<file path="config.mk">
export PLATFORM = sky130hd
export DESIGN_NAME = axis_header_insert_stream
export DESIGN_NICKNAME = d
export VERILOG_FILES = /design/src/rtl/axis_header_insert_stream.sv
export SDC_FILE = /design/constraint.sdc
export NUM_CORES = 1
export LEC_CHECK = 0
export CORE_MARGIN = 3
export CORE_UTILIZATION = 45
export DETAILED_ROUTE_END_ITERATION = 8
export PLACE_DENSITY = 0.81
export SLEW_MARGIN = 20
export SYNTH_ARGS = -nofsm -noshare
export SYNTH_HDL_FRONTEND = slang
export SYNTH_SLANG_ARGS = --single-unit
</file>
<file path="constraint.sdc">
create_clock -name clk -period 3.6 [get_ports clk]
set_input_delay 0.9 -clock clk [delete_from_list [all_inputs] [get_ports clk]]
set_output_delay 0.9 -clock clk [all_outputs]
set_load 0.005 [all_outputs]
</file>
<file path="src/rtl/axis_header_insert_stream.sv">
// axis_header_insert_stream
// Prepends a 0..W byte header to an AXI-Stream packet. Payload bytes are
// realigned behind the header through a residual buffer. Byte 0 sits in the MSBs.
// Optional feature: define AXIS_HDR_STATS_EN to add a 16-bit pkt_cnt output
// that counts packets leaving the block.
module axis_header_insert_stream #(
   parameter int DATA_WD      = 32,
   parameter int DATA_BYTE_WD = DATA_WD / 8,
   parameter int BYTE_CNT_WD  = $clog2(DATA_BYTE_WD + 1)
) (
   input  logic                    clk,
   input  logic                    rst_n,
   // payload stream
   input  logic                    valid_in,
   output logic                    ready_in,
   input  logic [DATA_WD-1:0]      data_in,
   input  logic [DATA_BYTE_WD-1:0] keep_in,
   input  logic                    last_in,
   // output stream with header prepended
   output logic                    valid_out,
   input  logic                    ready_out,
   output logic [DATA_WD-1:0]      data_out,
   output logic [DATA_BYTE_WD-1:0] keep_out,
   output logic                    last_out,
   // header
   input  logic                    valid_insert,
   output logic                    ready_insert,
   input  logic [DATA_WD-1:0]      data_insert,
   input  logic [DATA_BYTE_WD-1:0] keep_insert,
   input  logic [BYTE_CNT_WD-1:0]  hdr_byte_cnt
`ifdef AXIS_HDR_STATS_EN
   ,
   output logic [15:0]             pkt_cnt
`endif
);

   localparam int W  = DATA_BYTE_WD;
   // One extra bit so residual + payload counts (up to 2W) never overflow
   localparam int CW = BYTE_CNT_WD + 1;

   typedef enum logic [1:0] {
      IDLE  = 2'd0,
      BODY  = 2'd1,
      FLUSH = 2'd2
   } state_t;

   state_t               state_q, state_d;
   logic [DATA_WD-1:0]   res_q, res_d;     // residual bytes, left-justified, unused bytes zero
   logic [CW-1:0]        r_q, r_d;         // number of valid residual bytes
   logic [DATA_WD-1:0]   data_q, data_d;
   logic [W-1:0]         keep_q, keep_d;
   logic                 last_q, last_d;
   logic                 valid_q, valid_d;

   logic                 out_free;
   logic [DATA_WD-1:0]   payload_masked;
   logic [2*DATA_WD-1:0] merged;
   logic [CW-1:0]        k_cnt;
   logic [CW-1:0]        t_cnt;
   logic [CW-1:0]        hdr_n;
   logic                 unused_keep_insert;

   // Header byte enables carry no information; the count alone defines the header
   assign unused_keep_insert = ^keep_insert;

   function automatic logic [CW-1:0] popcnt(input logic [W-1:0] v);
      logic [CW-1:0] c;
      c = '0;
      for (int i = 0; i < W; i++) c = c + CW'(v[i]);
      return c;
   endfunction

   // MSB-justified byte-enable mask with n ones (n in 0..W)
   function automatic logic [W-1:0] keep_mask(input logic [CW-1:0] n);
      logic [W-1:0] m;
      m = '0;
      for (int i = 0; i < W; i++) m[W-1-i] = (CW'(i) < n);
      return m;
   endfunction

   // Zero payload bytes whose keep bit is clear so partial beats leave zeros behind
   generate
      for (genvar gi = 0; gi < W; gi++) begin : g_mask
         assign payload_masked[8*gi +: 8] = keep_in[gi] ? data_in[8*gi +: 8] : 8'h00;
      end
   endgenerate

   assign out_free     = !valid_q || ready_out;
   assign ready_insert = (state_q == IDLE);
   assign ready_in     = (state_q == BODY) && out_free;

   assign valid_out = valid_q;
   assign data_out  = data_q;
   assign keep_out  = keep_q;
   assign last_out  = last_q;

   // Merge residual and incoming payload into one 2W-byte window
   always_comb begin
      hdr_n  = (CW'(hdr_byte_cnt) > CW'(W)) ? CW'(W) : CW'(hdr_byte_cnt);
      k_cnt  = popcnt(keep_in);
      t_cnt  = r_q + k_cnt;
      merged = {res_q, {DATA_WD{1'b0}}} | ({payload_masked, {DATA_WD{1'b0}}} >> (8 * r_q));
   end

   // Next-state and output-register logic
   always_comb begin
      state_d = state_q;
      res_d   = res_q;
      r_d     = r_q;
      data_d  = data_q;
      keep_d  = keep_q;
      last_d  = last_q;
      valid_d = valid_q && !ready_out;

      case (state_q)
         IDLE: begin
            // Output register may still hold the previous last beat; headers are taken anyway
            if (valid_insert) begin
               res_d   = data_insert << (8 * (CW'(W) - hdr_n));
               r_d     = hdr_n;
               state_d = BODY;
            end
         end
         BODY: begin
            if (valid_in && out_free) begin
               valid_d = 1'b1;
               data_d  = merged[2*DATA_WD-1:DATA_WD];
               keep_d  = keep_mask((t_cnt > CW'(W)) ? CW'(W) : t_cnt);
               last_d  = 1'b0;
               if (t_cnt > CW'(W)) begin
                  res_d = merged[DATA_WD-1:0];
                  r_d   = t_cnt - CW'(W);
               end else begin
                  res_d = '0;
                  r_d   = '0;
               end
               if (last_in) begin
                  if (t_cnt > CW'(W)) begin
                     state_d = FLUSH;
                  end else begin
                     last_d  = 1'b1;
                     state_d = IDLE;
                  end
               end
            end
         end
         FLUSH: begin
            if (out_free) begin
               valid_d = 1'b1;
               data_d  = res_q;
               keep_d  = keep_mask(r_q);
               last_d  = 1'b1;
               res_d   = '0;
               r_d     = '0;
               state_d = IDLE;
            end
         end
         default: begin
            state_d = IDLE;
            res_d   = '0;
            r_d     = '0;
         end
      endcase
   end

   // State, residual and output registers
   always_ff @(posedge clk or negedge rst_n) begin
      if (!rst_n) begin
         state_q <= IDLE;
         res_q   <= '0;
         r_q     <= '0;
         data_q  <= '0;
         keep_q  <= '0;
         last_q  <= 1'b0;
         valid_q <= 1'b0;
      end else begin
         state_q <= state_d;
         res_q   <= res_d;
         r_q     <= r_d;
         data_q  <= data_d;
         keep_q  <= keep_d;
         last_q  <= last_d;
         valid_q <= valid_d;
      end
   end

`ifdef AXIS_HDR_STATS_EN
   logic [15:0] pkt_cnt_q, pkt_cnt_d;

   // Count packets as their last beat is accepted downstream (wraps naturally)
   always_comb begin
      pkt_cnt_d = pkt_cnt_q + ((valid_q && ready_out && last_q) ? 16'd1 : 16'd0);
   end

   // Packet counter register
   always_ff @(posedge clk or negedge rst_n) begin
      if (!rst_n) pkt_cnt_q <= '0;
      else        pkt_cnt_q <= pkt_cnt_d;
   end

   assign pkt_cnt = pkt_cnt_q;
`endif

endmodule

</file>
# [Word-level counts from Yosys, hierarchy flattened]
# Cells that the tools add are included.
# W data, S select, Z words.
[word_totals] in_bits=81 reg_bits=76 output_inout_bits=40 word_cells=79
[op_classes] eq_ne=6 n_shift=2 magnitude_cmp=10 muxes=36 bitwise=1 n_addsub=6 n_reduce_logical=11
[ops] op="$mux W32" count=6
[ops] op="$pmux W32 S3" count=1
[ops] op="$or A64 B64 Y64" count=1
[ops] op="$pmux W32 S2" count=1
[ops] op="$shr A64 B7 Y64" count=1
[ops] op="$mux W8" count=4
[ops] op="$shl A32 B32 Y32" count=1
[ops] op="$mux W4" count=7
[ops] op="$lt A1 B4 Y1 const A" count=4
[ops] op="$lt A2 B4 Y1 const A" count=4
[ops] op="$pmux W4 S3" count=1
[ops] op="$mux W2" count=5
[ops] op="$pmux W4 S2" count=1
[ops] op="$mux W1" count=6
[ops] op="$ne A2 B2 Y1 const B" count=3
[ops] op="$pmux W2 S3" count=1
[ops] op="$reduce_and A3 Y1" count=2
[ops] op="$add A3 B1 Y4" count=1
[ops] op="$add A4 B4 Y4" count=1
[ops] op="$gt A4 B3 Y1 const B" count=1
[ops] op="$pmux W1 S2" count=2
[ops] op="$reduce_and A4 Y1" count=1
[ops] op="$sub A3 B3 Y4 const A" count=1
[ops] op="$sub A4 B3 Y4 const B" count=1
[ops] op="other kinds (12)" count=15

# [Depth between registers and ports, before layout]
# Gate-level depths: netlist of the first run.
[depth] word_depth=9 depth_mapped=11 ltp_nobuf=10

# [Worst setup path after synthesis of the first run]
# OpenSTA, ideal clock, no wires.
[synth_path] path_type="input to register" from="input port keep_in[0]" to="register res_q[27]" n_path_buf=1 required_time_ns=3.474 arrival_ns=3.294 setup_ns=0.126 slack_ns=0.180 path_stages=11 path_cell_list="fa_1 > inv_1 > fa_1 > inv_1 > fa_1 > nand2b_1 > nand2_1 > a21bo_2 > buf_2 > a211oi_1 > a221o_1"
[synth_between] elab_chain_cells=8 word_cells_on_any_way=11 classes_between="add/sub (4); order compare (1); shift (1); mux (4); bitwise (1)"
[synth_lines] item="start: declaration" line_no="17" rtl="input logic [DATA_BYTE_WD-1:0] keep_in,"
[synth_lines] item="$add A1 B1 Y2" line_no="69" rtl="for (int i = 0; i < W; i++) c = c + CW'(v[i]);"
[synth_lines] item="$add A2 B1 Y3" line_no="69"
[synth_lines] item="$add A3 B1 Y4" line_no="69"
[synth_lines] item="$add A4 B4 Y4" line_no="101" rtl="t_cnt = r_q + k_cnt;"
[synth_lines] item="$gt A4 B3 Y1" line_no="130" rtl="if (t_cnt > CW'(W)) begin"
[synth_lines] item="$mux W32 *" line_no="130"
[synth_lines] item="$mux W32 *" line_no="125" rtl="if (valid_in && out_free) begin"
[synth_lines] item="$pmux W32 S3 *" line_no="115" rtl="case (state_q)"
[synth_lines] item="end signal: assignment" line_no="178" rtl="res_q <= res_d;"
[synth_lines] item="end: declaration" line_no="48" rtl="logic [DATA_WD-1:0] res_q, res_d;"
# Mark *: on every way between the ends. The rest lies on a longest branch, timed or not. The select of a mux whose other input is x is not followed.
# A chain may end at the register's enable or synchronous reset.

# [Worst setup path after layout of the first run]
[layout_path] from="input port keep_in[1]" to="register res_q[24]"
# Same word-level chain as after synthesis.

==> results.toml, run 1 <==
[run_status]
run_status = "finished clean"

[synth]
syn-cell-area_mm2 = 0.00507
synth-seq-cells = 76
synth_edf_count = 0
async_reset_ff_share_pct = 100
yosysWarnings = 0
ys.flop_type = "dfrtp_1"
ys_seq_area_share_pct = 37.5
syn_avg_cell_area_um2 = 8.69
synthesis.nets = 673
synthCells = 584
yosysUniqueCellTypes = 60

[global_routing]
grt_use_total_pct = 28.8
gr-total-overflow = 0
grt_pass1_wl_um = 29000
first_global_vias = 5213
antenna_found_initial = 0
grt_max_degree = 77

[drt]
vias = 5386
route.met2.wl_um = 8260
dr.pass1.iters = 7
topRoutingLayerUsed = "met4"
avgViaCountPerCell = 6.47
finalWirelength_um = 18300
dr_wl_met3_um = 1950
drc = 0
ant_nets = 0
initialDrtViolationCount = 749
drt-met1-wl_um = 7520
routedWlPerCell_um = 22.0

[worst_setup_path]
cp_common_cell = "fa_1"
worstSetupEndpointType = "register"
start_kind = "primary input"
timing.rr.start = "state_q[1]$_DFFE_PN0P_"
r2r_slack_ns = 0.89
crit_chain = "clkdlybuf4s50_1, fa_1, inv_1, fa_1, inv_1, fa_1, nand2b_1, nand2_2, a21bo_2, a211oi_1, a221o_1"
path_max_fanout = 7
r2r.worst_path.cells = 8
slowest_stage = "fa_1"
cp_top_family = "adder cells"
rr_endpoint = "res_q[10]$_DFFE_PN0P_"
timing.critical_path.slowest_cell_delay_ns = 0.51
criticalPathCategory = "primary input to register"
crit_buf_inv = 3
arrival_ns = 3.70
cp.required_ns = 3.83

[sta]
finalSetupViolations = 0
clock.fmax_mhz = 288
final-hold-violation-count = 0
slew_violations = 0
fin_tns_setup_ns = 0
fin_crit_ns = 3.47
worst_pin_slew_ns = 0.973
finClkSkew_ns = 0.00558
whs_ns = 0.510
slew_headroom_pct = 35.1
fin_crit_sh_pct = 96.4

[finish]
fin_cells = 832
layout-drive-gt1-share_pct = 11.7
design_area_mm2 = 0.00672
area_growth_pct = 32.5
mostFrequentLayoutCell = "clkdlybuf4s50_1"
n_antenna_cell = 0
layout_common_cells = "114 x clkdlybuf4s50_1, 76 x dfrtp_1, 61 x a21oi_1"
finish.net_count = 776

[placement]
placed_area_mm2 = 0.00639
place.gp.congestion = 0.928
place_inst = 814
place_hpwl_um = 13100
io_buffers = 116

[clock_tree]
cts_buffers = 9
clock_sinks = 76
clock-root-buffer = "clkbuf_16"
clkLatencyLatePin_ns = 0.35
cts.clk_slew.worst_paths_ns = 0.06
cts_tree = "built"
cts_hold_buf = 0
cts_max_level = 3
cts_buffer_depth = 2

[pwr]
irDropWorstVdd_mv = 0.452
cellLeakagePower_nw = 2.69
p_per_area_mw_per_mm2 = 787

[floorplanning]
dieWidth_um = 112
fp-row-count = 38
initial_utilization_pct = 46.4
fp.coreArea_mm2 = 0.0109
ios = 121
dieArea_mm2 = 0.0126
die_h_um = 112

[flow_run]
maxCapViolCount = 0

[hold_path]
holdPathStages = 2
hold_path.class = "register to register"
holdPathEnd = "res_q[3]$_DFFE_PN0P_"
worstHoldStart = "res_q[3]$_DFFE_PN0P_"
## area by class of cell
cell class | instances | area, um^2
clock buffer | 12 | 256
inverter | 11 | 41.3
clock inverter | 4 | 47.5
fill | 933 | 4210
multi-input combinational | 449 | 2940
timing repair buffer | 140 | 1370
sequential | 76 | 1900
tap | 140 | 175
## stage by stage
stage | total power, W | worst slack, ns | utilization, %
after CTS | 0.00523 | 0.0899 | 61.2
after detailed placement | 0.00426 | -0.366 | 58.4
after floorplan | 0.00309 | 0.180 | -
after global routing | 0.00562 | -0.00251 | 61.5
after global placement | 0.00416 | -0.267 | 58.4
final | 0.00529 | 0.129 | 61.5
## what timing repair did
item | CTS | global route
resized for setup | 1 | 3
pin swaps | 0 | 0
endpoints found under the setup margin | 2 | 24
gates cloned | 0 | 1
setup buffers | 0 | 1
## where the power goes
group,leakage [nW],switching (W),internal (W)
clock,0.149,0.000375,0.000573
sequential,0.956,0.000213,0.00122
combinational,1.58,0.00162,0.00129
total,2.69,0.00220,0.00309
## state kept, by name, indices dropped and copies added (netlist names)
name	count
data_out	32
valid_out	1
res_q	32
last_out	1
r_q	4
keep_out	4
state_q	2
## worst min-delay path: cells and delay by family, from the launching register on
| family | cells | cell delay (ns) |
|---|---|---|
| flip-flops | 1 | 0.34 |
| AO/OA/AOI/OAI | 2 | 0.14 |
## cell families after synthesis
group / synth area share (%)
xor+xnor: 0.691
simple gates: 16.0
buf+inv: 5.28
flops: 37.5
fa+ha+maj: 2.42
compound gates: 30.8
mux: 7.32
## per-layer routing
layer,up-vias,global-route usage [%]
met1,2566,41.2
li1,2398,-
met3,55,5.93
met2,367,43.3
met4,0,10.8
met5,-,0
## Yosys cell counts, types with 5 or more instances
cell	n	area [um^2]
and3_1	9	56.3
buf_2	16	80.1
nand3_1	29	145
a22oi_1	32	240
nand2b_1	9	56.3
o221ai_1	8	70.1
mux2i_1	18	180
a31oi_1	11	68.8
o21ai_1	8	40.0
a32o_1	8	80.1
o21ba_2	8	80.1
nor2_1	42	158
inv_1	10	37.5
mux2_2	15	169
a21oi_1	61	305
a211oi_1	7	52.6
a2bb2oi_1	7	61.3
o21ai_0	46	230
nand2_1	52	195
ha_1	5	62.6
o22ai_1	7	43.8
a221o_1	8	80.1
clkbuf_1	26	97.6
nor2b_1	5	31.3
dfrtp_1	76	1900
a221oi_1	6	52.6
## how the worst max path moves through the flow
| stage | startpoint | endpoint | cells after the start |
|---|---|---|---|
| CTS | keep_in[0] | res_q[30]$_DFFE_PN0P_ | 11 |
| floorplan | keep_in[0] | res_q[27]$_DFFE_PN0P_ | 11 |
| global placement | keep_in[0] | res_q[22]$_DFFE_PN0P_ | 11 |
| detailed placement | keep_in[0] | res_q[20]$_DFFE_PN0P_ | 11 |
| finish | keep_in[1] | res_q[24]$_DFFE_PN0P_ | 11 |
| global route | keep_in[1] | res_q[24]$_DFFE_PN0P_ | 11 |
No activity file was read; power rests on OpenSTA's default activity.
==> inputs of run 2 (changes only) <==
Settings changed: CTS_CLUSTER_DIAMETER set to 50, GPL_ROUTABILITY_DRIVEN set to 0, TNS_END_PERCENT set to 1.
==> run 2 against run 1 <==
Compared with the run above:
- non-clock buffer count stayed put
- clock skew rose by 0.0071 ns
- sequential power increased by 3%
- sequential share of layout area down 0.074 points
- utilization up 0.16 points
- via count rose by 0.78%
- global-route usage shrank 1.5 points
- maximum frequency is 0.49% lower
- count of clock-buffer cells in the layout shrank 3
- largest cell class unchanged
==> results.toml, run 2 (synthesis results as in run 1) <==
[sta]
whs_ns = 0.504
worst_pin_slew_ns = 1.15
finalSetupViolations = 0
slew_headroom_pct = 22.9
rsz0062_at_grt = "true"
slew_violations = 0
fin_crit_sh_pct = 96.9
finClkSkew_ns = 0.0127
final-hold-violation-count = 0
fin_crit_ns = 3.49
clock.fmax_mhz = 287
setup_ws_ns = 0.112

[run_status]
run_status = "finished clean"

[pwr]
p_sw_w = 0.00221
power.internal_w = 0.00311
swShare_pct = 41.5
irDropWorstVdd_mv = 0.382
pwr-share-clk_pct = 18.3
cellLeakagePower_nw = 2.68
pwr-share-seq_pct = 27.9
p_per_area_mw_per_mm2 = 789
pwr-share-comb_pct = 53.8

[clock_tree]
cts.clk_slew.worst_paths_ns = 0.06
cts_max_level = 3
clkLatencyLatePin_ns = 0.35
cts_hold_buf = 0
clock_sinks = 76
cts_tree = "built"
cts_buffers = 9
cts_buffer_depth = 2
clock-root-buffer = "clkbuf_16"

[drt]
ant_nets = 0
finalWirelength_um = 17800
routedWlPerCell_um = 21.4
drc = 0
dr.pass1.iters = 8
initialDrtViolationCount = 988
avgViaCountPerCell = 6.52
vias = 5428

[floorplanning]
initial_utilization_pct = 46.4
fp-row-count = 38
ios = 121
dieArea_mm2 = 0.0126
die_h_um = 112
fp.coreArea_mm2 = 0.0109
dieWidth_um = 112

[global_routing]
grt_pass1_wl_um = 27600
gr-total-overflow = 0
antenna_found_initial = 0
first_global_vias = 5204
grt_use_total_pct = 27.4
grt_max_degree = 77

[finish]
layout_common_cells = "115 x clkdlybuf4s50_1, 76 x dfrtp_1, 61 x a21oi_1"
n_antenna_cell = 0
area_growth_pct = 32.9
mostFrequentLayoutCell = "clkdlybuf4s50_1"
finish.net_count = 776
post-route-util_pct = 61.6
layout-drive-gt1-share_pct = 11.8
fillerInstances = 944

[worst_setup_path]
cp.required_ns = 3.82
worstSetupEndpointType = "register"
criticalPathCategory = "primary input to register"
arrival_ns = 3.71
start_kind = "primary input"
path_max_fanout = 5

[placement]
place_hpwl_um = 12800
io_buffers = 116
pre_cts_ws_ns = -0.314

[flow_run]
maxCapViolCount = 0

[hold_path]
hold_path.class = "primary input to asynchronous set/reset pin"
-- run 2: changes by cell type in the layout (fill, tap and decap cells not counted), sizes merged --
| cell | before | now |
|---|---|---|
| clkbuf | 12 | 9 |
| clkinv | 2 | 4 |
| bufinv | 1 | 2 |
| clkdlybuf4s50 | 114 | 115 |
| dlymetal6s2s | 1 | 0 |
-- run 2: timing repair --
item / 4_1_cts / 5_1_grt
endpoints found under the setup margin: 0 / 29
hold endpoints to repair: 0 / 0
buffers inserted: 0 / 1
resized for setup: 0 / 4
-- run 2: per-layer routing --
layer	track usage [%]	vias up	wire (um)
li1	-	2403	-
met2	40.4	445	7820
met4	11.3	0	762
met1	38.4	2503	7010
met3	6.95	77	2220
met5	0	-	0
-- run 2: final cells by class --
type                       count  area, um^2  share of cell area, %
clock buffer                   9         225                   3.34
clock inverter                 7        91.3                   1.35
inverter                      11        41.3                  0.612
multi-input combinational    449        2940                   43.7
sequential                    76        1900                   28.2
tap                          140         175                   2.60
timing repair buffer         140        1360                   20.2
-- run 2: final timing paths --
check                                             from                 endpoint  slack (ns)  cells after the start
worst max-delay path                        keep_in[0]    res_q[25]$_DFFE_PN0P_        0.11                     11
worst min-delay path                             rst_n  data_out[8]$_DFFE_PN0P_        0.50                      1
worst max register to register  state_q[1]$_DFFE_PN0P_    res_q[10]$_DFFE_PN0P_        0.64                      7
worst min register to register   res_q[19]$_DFFE_PN0P_    res_q[19]$_DFFE_PN0P_        0.51                      2
max in group asynchronous                        rst_n  data_out[6]$_DFFE_PN0P_        2.50                      2
min in group clk                 res_q[19]$_DFFE_PN0P_    res_q[19]$_DFFE_PN0P_        0.51                      2
-- run 2: power groups by stage --
stage                     logic, W  registers, W  clock network, W
after global placement     0.00266       0.00147                 0
final                      0.00286       0.00148          0.000975
after global routing       0.00308       0.00153           0.00102
after floorplan            0.00167       0.00142                 0
after CTS                  0.00277       0.00148          0.000979
after detailed placement   0.00274       0.00148                 0
-- run 2: metrics by stage --
step           instance area, um^2  TNS [ns]  total power, W  cells
4_1_cts                       6680         0         0.00523    829
2_1_floorplan                 5070         0         0.00309    584
5_1_grt                       6740   -0.0407         0.00562    832
3_5_place_dp                  6370     -8.12         0.00422    813
3_3_place_gp                  6370     -4.90         0.00412    813
6_report                      6740         0         0.00532    832
-- run 2: critical path, stage by stage --
cell,delay (ns)
clkdlybuf4s50_1,0.46
fa_1,0.56
inv_1,0.05
fa_1,0.38
inv_1,0.09
fa_1,0.42
nand2b_1,0.18
nand2_2,0.12
a21bo_2,0.21
a211oi_1,0.07
a221o_1,0.27
==> inputs of run 3 (changes only) <==
Settings changed: TNS_END_PERCENT 1 to 50.
==> results of run 3 <==
The final DEF is identical to that of run 2; final timing and power are the same.
